===== config.mk =====
export PLATFORM = sky130hd
export DESIGN_NAME = mem_access_stage
export DESIGN_NICKNAME = d
export VERILOG_FILES = /design/src/rtl/mem_access_stage.sv
export SDC_FILE = /design/constraint.sdc
export NUM_CORES = 1
export LEC_CHECK = 0
export CORE_ASPECT_RATIO = 1.75
export CORE_MARGIN = 10
export CORE_UTILIZATION = 39
export CTS_CLUSTER_SIZE = 24
export DETAILED_ROUTE_END_ITERATION = 8
export HOLD_SLACK_MARGIN = 0.03
export PLACE_DENSITY_LB_ADDON = 0.05
export SLEW_MARGIN = 20
export SYNTH_ARGS = -nofsm -noshare
export SYNTH_HDL_FRONTEND = slang
export SYNTH_SLANG_ARGS = --single-unit

===== constraint.sdc =====
create_clock -name CLK -period 2.55 [get_ports CLK]
set_input_delay 0.3825 -clock CLK [delete_from_list [all_inputs] [get_ports CLK]]
set_output_delay 0.3825 -clock CLK [all_outputs]
set_load 0.02 [all_outputs]

===== src/rtl/mem_access_stage.sv =====
// rtl/mem_access_stage.sv - 3-lane vector load/store serialiser with MEM/WB register
//
// Purpose:
//    Sits behind the execute buffer. A vector load or store is serialised onto
//    one single-port data RAM, one lane per cycle, in lane order 0,1,2. StallM
//    holds the upstream stages while an access is in flight. The stage also
//    holds the MEM/WB pipeline register.
//
// Ports:
//    CLK, RST               clock, synchronous active-high reset
//    MemWriteM, MemtoRegM   vector store / vector load in M (store wins if both set)
//    RegWriteM, WA3M        register write enable and destination, forwarded to W
//    ALUResultM             lane results; lane0 address is ALUResultM[0][ADDR_W-1:0]
//    A2M, A3M               lane1 / lane2 addresses
//    WriteDataM             store data, lane k goes to address k
//    mem_rdata              RAM read data, valid the cycle after its address
//    mem_addr/wdata/we      registered RAM request
//    StallM                 combinational hold request to the hazard unit
//    ReadDataW, ALUOutW,
//    WA3W, RegWriteW,
//    MemtoRegW              registered W-stage outputs

module mem_access_stage #(
   parameter int DATA_W = 18,
   parameter int ADDR_W = 10,
   parameter int WA_W   = 4
) (
   input  logic                   CLK,
   input  logic                   RST,
   input  logic                   MemWriteM,
   input  logic                   MemtoRegM,
   input  logic                   RegWriteM,
   input  logic [WA_W-1:0]        WA3M,
   input  logic [2:0][DATA_W-1:0] ALUResultM,
   input  logic [ADDR_W-1:0]      A2M,
   input  logic [ADDR_W-1:0]      A3M,
   input  logic [2:0][DATA_W-1:0] WriteDataM,
   input  logic [DATA_W-1:0]      mem_rdata,
   output logic [ADDR_W-1:0]      mem_addr,
   output logic [DATA_W-1:0]      mem_wdata,
   output logic                   mem_we,
   output logic                   StallM,
   output logic [2:0][DATA_W-1:0] ReadDataW,
   output logic [2:0][DATA_W-1:0] ALUOutW,
   output logic [WA_W-1:0]        WA3W,
   output logic                   RegWriteW,
   output logic                   MemtoRegW
);

   typedef enum logic [1:0] {IDLE, ACC, WAIT, DONE} state_t;

   state_t                   state_q,       state_d;
   logic [1:0]               cnt_q,         cnt_d;
   logic                     is_store_q,    is_store_d;
   logic [2:0][ADDR_W-1:0]   addr_q,        addr_d;
   logic [2:0][DATA_W-1:0]   wdata_q,       wdata_d;
   logic [2:0][DATA_W-1:0]   rdbuf_q,       rdbuf_d;
   logic [ADDR_W-1:0]        mem_addr_q,    mem_addr_d;
   logic [DATA_W-1:0]        mem_wdata_q,   mem_wdata_d;
   logic                     mem_we_q,      mem_we_d;
   logic [2:0][DATA_W-1:0]   read_data_w_q, read_data_w_d;
   logic [2:0][DATA_W-1:0]   alu_out_w_q,   alu_out_w_d;
   logic [WA_W-1:0]          wa3_w_q,       wa3_w_d;
   logic                     reg_write_w_q, reg_write_w_d;
   logic                     memto_reg_w_q, memto_reg_w_d;

   logic                     mem_op;

   assign mem_op = MemWriteM | MemtoRegM;

   // The stall must be visible in the same cycle the op arrives in IDLE so the
   // hazard unit freezes M before the next edge.
   assign StallM = ((state_q == IDLE) && mem_op) || (state_q == ACC) || (state_q == WAIT);

   always_comb begin
      state_d       = state_q;
      cnt_d         = cnt_q;
      is_store_d    = is_store_q;
      addr_d        = addr_q;
      wdata_d       = wdata_q;
      rdbuf_d       = rdbuf_q;
      mem_addr_d    = mem_addr_q;
      mem_wdata_d   = mem_wdata_q;
      mem_we_d      = 1'b0;
      read_data_w_d = read_data_w_q;
      alu_out_w_d   = alu_out_w_q;
      wa3_w_d       = wa3_w_q;
      reg_write_w_d = reg_write_w_q;
      memto_reg_w_d = memto_reg_w_q;

      case (state_q)
         IDLE: begin
            if (mem_op) begin
               is_store_d  = MemWriteM;
               addr_d      = {A3M, A2M, ALUResultM[0][ADDR_W-1:0]};
               wdata_d     = WriteDataM;
               cnt_d       = 2'd0;
               // Lane 0 request is set up here so it is on the RAM port for the
               // whole of the first ACC cycle.
               mem_addr_d  = ALUResultM[0][ADDR_W-1:0];
               mem_wdata_d = WriteDataM[0];
               mem_we_d    = MemWriteM;
               state_d     = ACC;
            end else begin
               read_data_w_d = '0;
               alu_out_w_d   = ALUResultM;
               wa3_w_d       = WA3M;
               reg_write_w_d = RegWriteM;
               memto_reg_w_d = MemtoRegM;
            end
         end

         ACC: begin
            // RAM data trails the address by one cycle, so lane cnt-1 lands now.
            if (!is_store_q && (cnt_q != 2'd0)) begin
               rdbuf_d[cnt_q - 2'd1] = mem_rdata;
            end
            if (cnt_q == 2'd2) begin
               cnt_d   = 2'd0;
               state_d = is_store_q ? DONE : WAIT;
            end else begin
               cnt_d       = cnt_q + 2'd1;
               mem_addr_d  = addr_q[cnt_q + 2'd1];
               mem_wdata_d = wdata_q[cnt_q + 2'd1];
               mem_we_d    = is_store_q;
            end
         end

         WAIT: begin
            rdbuf_d[2] = mem_rdata;
            state_d    = DONE;
         end

         DONE: begin
            // M inputs are still held by the hazard unit through this cycle.
            read_data_w_d = is_store_q ? '0 : rdbuf_q;
            alu_out_w_d   = ALUResultM;
            wa3_w_d       = WA3M;
            reg_write_w_d = RegWriteM;
            memto_reg_w_d = MemtoRegM;
            state_d       = IDLE;
         end

         default: begin
            state_d = IDLE;
         end
      endcase
   end

   always_ff @(posedge CLK) begin
      if (RST) begin
         state_q       <= IDLE;
         cnt_q         <= '0;
         is_store_q    <= 1'b0;
         addr_q        <= '0;
         wdata_q       <= '0;
         rdbuf_q       <= '0;
         mem_addr_q    <= '0;
         mem_wdata_q   <= '0;
         mem_we_q      <= 1'b0;
         read_data_w_q <= '0;
         alu_out_w_q   <= '0;
         wa3_w_q       <= '0;
         reg_write_w_q <= 1'b0;
         memto_reg_w_q <= 1'b0;
      end else begin
         state_q       <= state_d;
         cnt_q         <= cnt_d;
         is_store_q    <= is_store_d;
         addr_q        <= addr_d;
         wdata_q       <= wdata_d;
         rdbuf_q       <= rdbuf_d;
         mem_addr_q    <= mem_addr_d;
         mem_wdata_q   <= mem_wdata_d;
         mem_we_q      <= mem_we_d;
         read_data_w_q <= read_data_w_d;
         alu_out_w_q   <= alu_out_w_d;
         wa3_w_q       <= wa3_w_d;
         reg_write_w_q <= reg_write_w_d;
         memto_reg_w_q <= memto_reg_w_d;
      end
   end

   assign mem_addr  = mem_addr_q;
   assign mem_wdata = mem_wdata_q;
   assign mem_we    = mem_we_q;
   assign ReadDataW = read_data_w_q;
   assign ALUOutW   = alu_out_w_q;
   assign WA3W      = wa3_w_q;
   assign RegWriteW = reg_write_w_q;
   assign MemtoRegW = memto_reg_w_q;

endmodule


==> flow_metrics.tcl <==
set metrics [dict create \
    cp-start-kind "register" \
    cts_made_buffers 27 \
    core_area_um2 29180 \
    hold_path_class "in2reg" \
    tns_ps 0 \
    reg2reg_slack_ps 440 \
    r2r_start "state_q[0]$_SDFFE_PP0P_" \
    tightestPinTransition_ps 760.8 \
    ys_types 35 \
    io_pins 299 \
    clkSinkCount 286 \
    vias_per_cell 5.362 \
    fillers 2850 \
    synthesis.area_um2 11450 \
    setup_viol 0 \
    synthMuxAreaShare 0.02448 \
    die_w_um 149.5 \
    cts_max_level 1 \
    grt_max_degree 127 \
    drt_wl_total_um 40310 \
    area_growth_pct 37.24 \
    holdWs_ps 323.4 \
    synth_top_family_by_area "compound AO/OA/AOI/OAI gates" \
    leakage_uw 0.005329 \
    grt_use_total 0.2094 \
    root_buffer "clkbuf_16" \
    syn_area_per_cell_um2 8.310 \
    skew_ps 25.09 \
    cap_violations 0 \
    start_util 0.3924 \
    insertion_delay_ps 560 \
    ys_warn_count 0 \
    fin_nets 1764 \
    die_y_um 246.7 \
    route.detailed.drc 0 \
    die-area_um2 36890 \
    synth_seq_cells 286 \
    worst_slack_ps 87.32 \
    cts_tree "yes" \
    grt_pass1_wl_um 61910 \
    syn_nets 1544 \
    drtAntennaViolNets 0 \
    synth_compound_area_frac 0.2326 \
    synthSimpleGateAreaFrac 0.1782 \
    cts_buffer_depth 3 \
    wl_per_cell_um 20.12 \
    gp_congestion 0.7925 \
    synthFlopType "dfxtp_1" \
    pre_cts_ws_ps 229.0 \
    crit_start "state_q[0]$_SDFFE_PP0P_" \
    grt_pass1_vias 10609 \
    first_pass_iters 5 \
    fin_crit_ps 2463 \
    drive_gt1_frac 0.05566 \
    io_buffer_count 298 \
    synth_edf_count 0 \
    grt.overflow.total 0 \
    r2r-end "mem_addr[1]$_SDFFE_PP0P_" \
    endpoint_kind "primary output" \
    mostFrequentLayoutCells "clkdlybuf4s50_1, dfxtp_1, nand2_1" \
    rows 83 \
    vias 10746 \
    rsz0062_at_grt "false" \
    antenna_found_initial 5 \
    max-vdd-ir-drop_uv 986.6 \
    synth_cells 1378 \
    clk_pin_slew_ps 60 \
    slew_headroom 0.4928 \
    finalCritPeriodShare 0.9658 \
    max_freq_ghz 0.4061 \
    final-hold-violation-count 0 \
    r2r.worst_path.cells 7 \
    synth_adder_area_share 0.01202 \
    crit_arrival_ps 2080 \
    crit_path_end "StallM" \
    outcome "finished clean" \
    crit_type "reg2out" \
    cellPowerDensity_nw_per_um2 934.3 \
    synth_xor_area_frac 0 \
    async_flop_share 0 \
    yosysSeqAreaShare 0.5000 \
    drv_slew 0 \
    critPathMaxFanout 4 \
    drtIter0Drc 594 \
    final_common_cell "clkdlybuf4s50_1" \
    crit_required_ps 2170 \
    dp_hpwl_um 26850 \
]
## timing repair
action	4_1_cts	5_1_grt
setup endpoints to repair	1	0
hold buffers	0	0
buffers inserted	0	0
gates resized for setup	2	0
## registers in the layout (all words and copies together) (netlist names)
name and count:
WA3W 4, MemtoRegW 1, rdbuf_q 54, mem_addr 10, RegWriteW 1, ReadDataW 54, wdata_q 54, mem_wdata 18
state_q 2, cnt_q 2, is_store_q 1, addr_q 30, ALUOutW 54, mem_we 1
## per-layer routing
metal	global-route usage	routed length, µm	up-vias
li1	-	-	5275
met1	0.2454	15880	5131
met2	0.3634	20860	281
met3	0.03935	2160	59
met4	0.08778	1407	0
met5	0	0	-
## through the flow
stage	total power, µW	std cells	util	area [µm²]
floorplan	8649	1378	-	11450
global placement	10680	1951	0.5077	14820
detailed placement	10740	1951	0.5077	14820
CTS	14870	1999	0.5381	15700
global route	15470	2003	0.5384	15710
finish	14680	2004	0.5385	15720
## synthesized netlist by cell type (all sizes together) (2+ instances only)
cell type / number / area share
clkbuf: 83 / 0.027
nand2: 274 / 0.090
nand2b: 29 / 0.016
or2: 2 / 0.0011
nand3: 134 / 0.059
o221ai: 28 / 0.021
ha: 11 / 0.012
dfxtp: 286 / 0.50
inv: 5 / 0.0016
o21ai: 82 / 0.036
a22o: 28 / 0.021
a21oi: 257 / 0.11
nor2b: 3 / 0.0016
o21a: 2 / 0.0013
o211ai: 55 / 0.036
mux2i: 28 / 0.024
nor4bb: 2 / 0.0017
buf: 55 / 0.024
nand4bb: 2 / 0.0020
## area by class of cell
type / instances / area (µm²) / area share
Sequential cell: 286 / 5725 / 0.3643
Multi-Input combinational cell: 949 / 5201 / 0.3310
Timing Repair Buffer: 329 / 3393 / 0.2159
Clock buffer: 42 / 802.0 / 0.05103
Tap cell: 382 / 478.0 / 0.03041
Clock inverter: 6 / 83.83 / 0.005334
Inverter: 5 / 18.77 / 0.001194
Antenna cell: 5 / 12.51 / 0.0007962
## cells by family (layout without fill, tap and decap cells)
kind of cell	Yosys count	after routing
AO/OA/AOI/OAI	456	456
AND/OR/NAND/NOR	454	454
flip-flops	286	286
buffers and inverters	143	382
multiplexers	28	28
adder cells (fa/ha/maj)	11	11
other	0	5
## worst min-delay path by stage
stage | from | to | slack [ps] | depth (start not counted)
floorplan | addr_q[18]$_SDFFE_PP0P_ | addr_q[18]$_SDFFE_PP0P_ | 430 | 2
detailed placement | addr_q[18]$_SDFFE_PP0P_ | addr_q[18]$_SDFFE_PP0P_ | 440 | 2
global route | RST | is_store_q$_SDFFE_PP0P_ | 350 | 2
CTS | RST | addr_q[18]$_SDFFE_PP0P_ | 310 | 2
global placement | addr_q[18]$_SDFFE_PP0P_ | addr_q[18]$_SDFFE_PP0P_ | 440 | 2
finish | RST | addr_q[18]$_SDFFE_PP0P_ | 320 | 2
## worst max-delay path: stages (launching register included)
cell and delay, ps:
dfxtp_1 400, inv_1 100, ha_2 240, o21a_2 150, or3_1 320, dlygate4sd2_1 330
## power by group
part	total [µW]	switching, µW	internal [µW]
sequential	5590	407	5180
combinational	4990	3000	1990
clock	4100	1750	2350
Power figures use the tool's default switching activity.
